==> src/rtl/blink_rate_decoder.sv <==
// Measures toggle spacing on i_Blink, classifies it as 10/5/2/1 Hz, and flags lock/timeout.
// Optional: define BLINK_GLITCH_FILTER_EN to require 4 stable clocks before an edge counts.
module blink_rate_decoder #(
  parameter int unsigned g_COUNT_10HZ = 1250000,
  parameter int unsigned g_COUNT_5HZ  = 2500000,
  parameter int unsigned g_COUNT_2HZ  = 6250000,
  parameter int unsigned g_COUNT_1HZ  = 12500000,
  parameter int unsigned g_TOL_SHIFT  = 3,
  parameter int unsigned g_LOCK_COUNT = 4,
  localparam int unsigned TIMEOUT = 2 * g_COUNT_1HZ,
  localparam int unsigned W = $clog2(TIMEOUT + 1)
) (
  input  logic         i_Clk,
  input  logic         i_Reset,
  input  logic         i_Blink,
  output logic [2:0]   o_Rate,
  output logic         o_Valid,
  output logic         o_Locked,
  output logic         o_Timeout,
  output logic [W-1:0] o_Period
);

  localparam logic [1:0] S_IDLE = 2'd0;
  localparam logic [1:0] S_MEAS = 2'd1;
  localparam logic [1:0] S_LOCK = 2'd2;
  localparam int unsigned RW = $clog2(g_LOCK_COUNT + 1);
  localparam logic [RW-1:0] RUN_MAX = RW'(g_LOCK_COUNT);

  logic         sync1_q, sync2_q, lvl_q;
  logic         edge_w, to_w;
  logic [W-1:0] cnt_q, cnt_d, meas_w;
  logic [2:0]   code_w;

  logic [1:0]    state_q, state_d;
  logic [RW-1:0] run_q, run_d;
  logic [2:0]    prev_q, prev_d, code_q, code_d;
  logic [W-1:0]  meas_q, meas_d;
  logic          v_q, v_d, to_q, to_d, lock_q, lock_d;

  logic [2:0]   rate_q;
  logic [W-1:0] period_q;
  logic         valid_q, tout_q, locked_q;

`ifdef BLINK_GLITCH_FILTER_EN
  logic       s3_q, chg_w;
  logic [1:0] stab_q, stab_d;

  assign chg_w  = sync2_q != s3_q;
  assign stab_d = chg_w ? 2'd0 : ((stab_q == 2'd3) ? 2'd3 : stab_q + 2'd1);
  assign edge_w = (sync2_q != lvl_q) && !chg_w && (stab_q == 2'd3);

  always_ff @(posedge i_Clk or posedge i_Reset) begin
    if (i_Reset) begin
      s3_q   <= 1'b0;
      stab_q <= 2'd0;
    end else begin
      s3_q   <= sync2_q;
      stab_q <= stab_d;
    end
  end
`else
  assign edge_w = sync2_q != lvl_q;
`endif

  always_ff @(posedge i_Clk or posedge i_Reset) begin
    if (i_Reset) begin
      sync1_q <= 1'b0;
      sync2_q <= 1'b0;
      lvl_q   <= 1'b0;
    end else begin
      sync1_q <= i_Blink;
      sync2_q <= sync1_q;
      if (edge_w) lvl_q <= sync2_q;
    end
  end

  // meas_w is the spacing this edge would report: count so far plus this clock
  assign meas_w = (cnt_q == W'(TIMEOUT)) ? cnt_q : cnt_q + W'(1);
  assign cnt_d  = edge_w ? '0 : meas_w;
  assign to_w   = !edge_w && (state_q != S_IDLE) && (cnt_q == W'(TIMEOUT - 1));

  function automatic logic in_band(input int unsigned m, input int unsigned c);
    return (m + (c >> g_TOL_SHIFT) >= c) && (m <= c + (c >> g_TOL_SHIFT));
  endfunction

  always_comb begin
    code_w = 3'd0;
    priority case (1'b1)
      in_band(32'(meas_w), g_COUNT_10HZ): code_w = 3'd1;
      in_band(32'(meas_w), g_COUNT_5HZ):  code_w = 3'd2;
      in_band(32'(meas_w), g_COUNT_2HZ):  code_w = 3'd3;
      in_band(32'(meas_w), g_COUNT_1HZ):  code_w = 3'd4;
      default: code_w = 3'd0;
    endcase
  end

  always_comb begin
    state_d = state_q;
    run_d   = run_q;
    prev_d  = prev_q;
    lock_d  = lock_q;
    code_d  = code_q;
    meas_d  = meas_q;
    v_d     = 1'b0;
    to_d    = 1'b0;
    if (edge_w) begin
      if (state_q == S_IDLE) begin
        state_d = S_MEAS;
      end else begin
        v_d    = 1'b1;
        code_d = code_w;
        meas_d = meas_w;
        prev_d = code_w;
        if (code_w == 3'd0) run_d = '0;
        else if (code_w != prev_q) run_d = RW'(1);
        else if (run_q != RUN_MAX) run_d = run_q + RW'(1);
        if (state_q == S_LOCK) begin
          if (code_w != prev_q) begin
            state_d = S_MEAS;
            lock_d  = 1'b0;
          end
        end else if (run_d == RUN_MAX) begin
          state_d = S_LOCK;
          lock_d  = 1'b1;
        end
      end
    end else if (to_w) begin
      state_d = S_IDLE;
      run_d   = '0;
      prev_d  = 3'd0;
      lock_d  = 1'b0;
      to_d    = 1'b1;
    end
  end

  always_ff @(posedge i_Clk or posedge i_Reset) begin
    if (i_Reset) begin
      cnt_q   <= '0;
      state_q <= S_IDLE;
      run_q   <= '0;
      prev_q  <= 3'd0;
      code_q  <= 3'd0;
      meas_q  <= '0;
      lock_q  <= 1'b0;
      v_q     <= 1'b0;
      to_q    <= 1'b0;
    end else begin
      cnt_q   <= cnt_d;
      state_q <= state_d;
      run_q   <= run_d;
      prev_q  <= prev_d;
      code_q  <= code_d;
      meas_q  <= meas_d;
      lock_q  <= lock_d;
      v_q     <= v_d;
      to_q    <= to_d;
    end
  end

  // Output stage: registered copy of the decision made one clock earlier
  always_ff @(posedge i_Clk or posedge i_Reset) begin
    if (i_Reset) begin
      rate_q   <= 3'd0;
      period_q <= '0;
      valid_q  <= 1'b0;
      tout_q   <= 1'b0;
      locked_q <= 1'b0;
    end else begin
      valid_q  <= v_q;
      tout_q   <= to_q;
      locked_q <= lock_q;
      if (v_q) begin
        rate_q   <= code_q;
        period_q <= meas_q;
      end else if (to_q) begin
        rate_q <= 3'd0;
      end
    end
  end

  assign o_Rate    = rate_q;
  assign o_Period  = period_q;
  assign o_Valid   = valid_q;
  assign o_Timeout = tout_q;
  assign o_Locked  = locked_q;

endmodule

==> config.mk <==
export PLATFORM = sky130hd
export DESIGN_NAME = blink_rate_decoder
export DESIGN_NICKNAME = d
export VERILOG_FILES = /design/src/rtl/blink_rate_decoder.sv
export SDC_FILE = /design/constraint.sdc
export NUM_CORES = 1
export LEC_CHECK = 0
export CORE_UTILIZATION = 30
export DETAILED_ROUTE_END_ITERATION = 6
export PLACE_DENSITY = 0.54
export REMOVE_ABC_BUFFERS = 1
export SYNTH_ARGS = -nofsm -noshare
export SYNTH_HDL_FRONTEND = slang
export SYNTH_SLANG_ARGS = --single-unit
==> constraint.sdc <==
create_clock -name i_Clk -period 5 [get_ports i_Clk]
set_input_delay 0.75 -clock i_Clk [delete_from_list [all_inputs] [get_ports i_Clk]]
set_output_delay 0.75 -clock i_Clk [all_outputs]
set_load 0.02 [all_outputs]
==> metrics.md <==
| Metric | Value |
|---|---|
| Final setup vio count | `0` |
| P_leak | `3.57 nW` |
| Reg2reg start | `cnt_q[0]` |
| FFs w/ async S/R, synth | `100%` |
| Sw power | `0.000515 W` |
| Crit Path Class | `register to register` |
| Fillcell total | `2354` |
| Vias/cell | `5.72` |
| Crit share post-route | `96.3%` |
| Post-synth EDFFs | `0` |
| Area Overhead vs Synth | `23.5%` |
| Cells along the critical path | `buf_4 -> ha_1 -> nand4_1 -> nor3_1 -> xnor2_1 -> nand3_1 -> or4_1 -> or4_1 -> o311ai_1 -> nand3_1 -> xnor2_1 -> a2111o_1 -> a31oi_4 -> a21bo_2 -> o2bb2ai_1` |
| Period minus WS final | `4.81 ns` |
| Yosys reg bits | `98` |
| Drt pass-1 iters | `6` |
| Commonest non-fill, non-tap cell in the layout | `buf_4` |
| Max incr delay on CP | `0.49 ns` |
| Power density over the cells | `203 nW/µm²` |
| Sw Share | `29.0%` |
| Clock sinks | `98` |
| Clk network pwr share | `40.1%` |
| Bufs on Longest Clock Path | `2` |
| Endpoints failing hold | `0` |
| Layout cells sized above 1 | `19.9%` |
| Slew @ Worst Pin | `0.993 ns` |
| Synth Cell Area | `7070 µm²` |
| ANT nets after route | `0` |
| Hpwl dp | `18000 µm` |
| Cts bufs inserted | `9` |
| CP Data Arrival Time | `5.08 ns` |
| # DRC | `0` |
| Slowest CP cell | `or4_1` |
| Synth unique cells | `89` |
| CTS tree | `built` |
| Total power | `0.00177 W` |
| H-tree depth | `3` |
| Reg power frac | `46.6%` |
| Syn Inst Count | `834` |
| Clock Latency Late Sink | `0.37 ns` |
| Die Footprint | `24200 µm²` |
| Largest fanout on the critical path | `16` |
| Slew headroom | `33.3%` |
| Num rows | `55` |
| Largest net degree at the start of global routing | `69` |
| Initial core utilization | `30.9%` |
| Synth area leader | `dfrtp_1` |
| Most frequent cells in the layout | `buf_4, dfrtp_1, nand2_1` |
| Sequential cell area fraction in the yosys report | `34.7%` |
| Synth area leaders | `dfrtp_1, mux2_2, o21ai_0, nand2_1, nor2_1` |
| Number of global-route vias before repair | `6642` |
| Placed Cells | `1230` |
| Root Driver | `clkbuf_16` |
| Warnings from Yosys | `0` |
| Internal power | `0.00126 W` |
| Total GRT Usage | `20.4%` |
| Antenna cells | `0` |
| Avg Inst Size Synth | `8.47 µm²` |
| CP startpoint | `cnt_q[0]` |
| Setup Skew | `0.0141 ns` |
| Area of the multi-input gates | `4380 µm²` |
| Top FF cell, synth | `dfrtp_1` |
| Finished Cell Area | `8730 µm²` |
| Grt ovf | `0` |
| Min-delay src | `sync1_q` |
| Slew Limit Fails | `0` |
| Die height | `155 µm` |
| Placed cell areas | `8380 µm²` |
| Status | `complete, no violations` |
| Startpoint types | `register` |
| Vias | `7122` |
| Combinational share of power | `13.4%` |
| Hold slack | `0.368 ns` |
| Gpl congestion | `0.954` |
| Non-filler cells, final | `1246` |
| Antenna violations before repair | `0` |
| MaxCap Viol Count | `0` |
| Final #Nets | `938` |
| CP endpoint kind | `register` |
| Area share of the largest cell type after synthesis | `34.7%` |
| First-pass GRT wire length | `38100 µm` |
| Die width | `155 µm` |
| FF/Latch Area | `2450 µm²` |
| Core box area | `22800 µm²` |
| Total Wirelength | `23900 µm` |
| Max VDD drop | `0.132 mV` |
| IO buf count | `33` |
| Clock transition at path regs | `0.08 ns` |
| Io pins | `34` |
| Max frequency | `0.208 GHz` |
| Starting DRT DRC Count | `685` |
| Worst min path class | `register to register` |
| CP Data Required Time | `5.26 ns` |
| WL per Instance | `19.2 µm` |
==> Yosys cell counts (7+ instances only) <==
| cell type | n |
|---|---|
| dfrtp_1 | 98 |
| nand2_1 | 82 |
| nor2_1 | 72 |
| o21ai_0 | 62 |
| nand3_1 | 38 |
| clkbuf_1 | 34 |
| a21oi_1 | 30 |
| mux2_2 | 30 |
| xnor2_1 | 29 |
| nand4_1 | 26 |
| nor3_1 | 20 |
| buf_2 | 17 |
| xor2_1 | 17 |
| o211ai_1 | 16 |
| inv_1 | 15 |
| or4_1 | 13 |
| a31oi_1 | 12 |
| and3_1 | 11 |
| nor4_1 | 11 |
| nand2b_1 | 10 |
| and2_1 | 9 |
| or3_1 | 9 |
| a21o_1 | 8 |
| o22ai_1 | 8 |
| ha_1 | 7 |
==> cell type report <==
cell class / count / share of cell area, %
Inverter: 16 / 0.717
Clock buffer: 10 / 2.74
Timing Repair Buffer: 142 / 13.2
Tap cell: 313 / 4.49
Sequential cell: 98 / 28.1
Clock inverter: 6 / 0.645
Multi-Input combinational cell: 661 / 50.2
==> sequential cells by signal, summed over array words and instances (netlist names) <==
| register | flops |
|---|---|
| cnt_q | 25 |
| code_q | 3 |
| lock_q | 1 |
| lvl_q | 1 |
| meas_q | 25 |
| o_Locked | 1 |
| o_Period | 25 |
| o_Rate | 3 |
| o_Timeout | 1 |
| o_Valid | 1 |
| prev_q | 3 |
| run_q | 3 |
| state_q | 2 |
| sync1_q | 1 |
| sync2_q | 1 |
| to_q | 1 |
| v_q | 1 |
==> worst max-delay path, delay by kind of cell (launching register included) <==
family                     cells  cell delay (ns)
buffers and inverters          1             0.23
and+or+nand+nor                6             2.03
adders and majority gates      1             0.32
xor gates and xnor gates       2             0.36
AOI/OAI and AO/OA              5             1.40
DFF                            1             0.35
==> kinds of logic (layout without fill, tap and decap cells) <==
family / Yosys count / after routing / share of synthesized area, %
fa+ha+maj: 7 / 7 / 1.24
buf+inv: 75 / 174 / 4.39
mux: 33 / 33 / 5.20
xor+xnor: 46 / 46 / 5.70
flops: 98 / 98 / 34.7
simple gates: 342 / 342 / 25.6
compound gates: 233 / 233 / 23.2
==> what timing repair did <==
action	4_1_cts	5_1_grt
gates cloned	0	0
endpoints found under the setup margin	6	8
setup buffers	0	0
gates resized for setup	3	7
hold buffers	0	0
pin swaps	0	5
==> through the flow <==
step / setup slack, ns / TNS, ns / util [%]
floorplan: -0.0540 / -0.0540 / -
global placement: -0.0404 / -0.0404 / 36.7
detailed placement: -0.141 / -0.488 / 36.7
CTS: 0.000563 / 0 / 38.0
global route: -0.00261 / -0.00261 / 38.2
finish: 0.187 / 0 / 38.2
==> power groups by stage <==
stage	clock network, W	logic (W)	registers, W
after global routing	0.000756	0.000258	0.000828
after CTS	0.000729	0.000236	0.000825
after detailed placement	0	0.000235	0.000841
after floorplan	0	0.000108	0.000867
final	0.000710	0.000237	0.000825
after global placement	0	0.000236	0.000839
==> worst paths after layout <==
path	end	slack (ns)	cells after the start
max	run_q[0]	0.19	15
min	sync2_q	0.37	0
max reg2reg	run_q[0]	0.19	15
min reg2reg	sync2_q	0.37	0
max in group asynchronous	cnt_q[14]	3.18	3
min in group asynchronous	o_Period[24]	0.88	2
==> per-layer routing <==
metal | wire length, µm | GRT usage [%] | vias to the layer above
met5 | 0 | 0 | -
met4 | 603 | 6.96 | 0
met3 | 2180 | 3.65 | 40
met2 | 10300 | 30.5 | 348
met1 | 10800 | 29.5 | 3408
li1 | - | - | 3326
(Power assumes the default switching activity.)
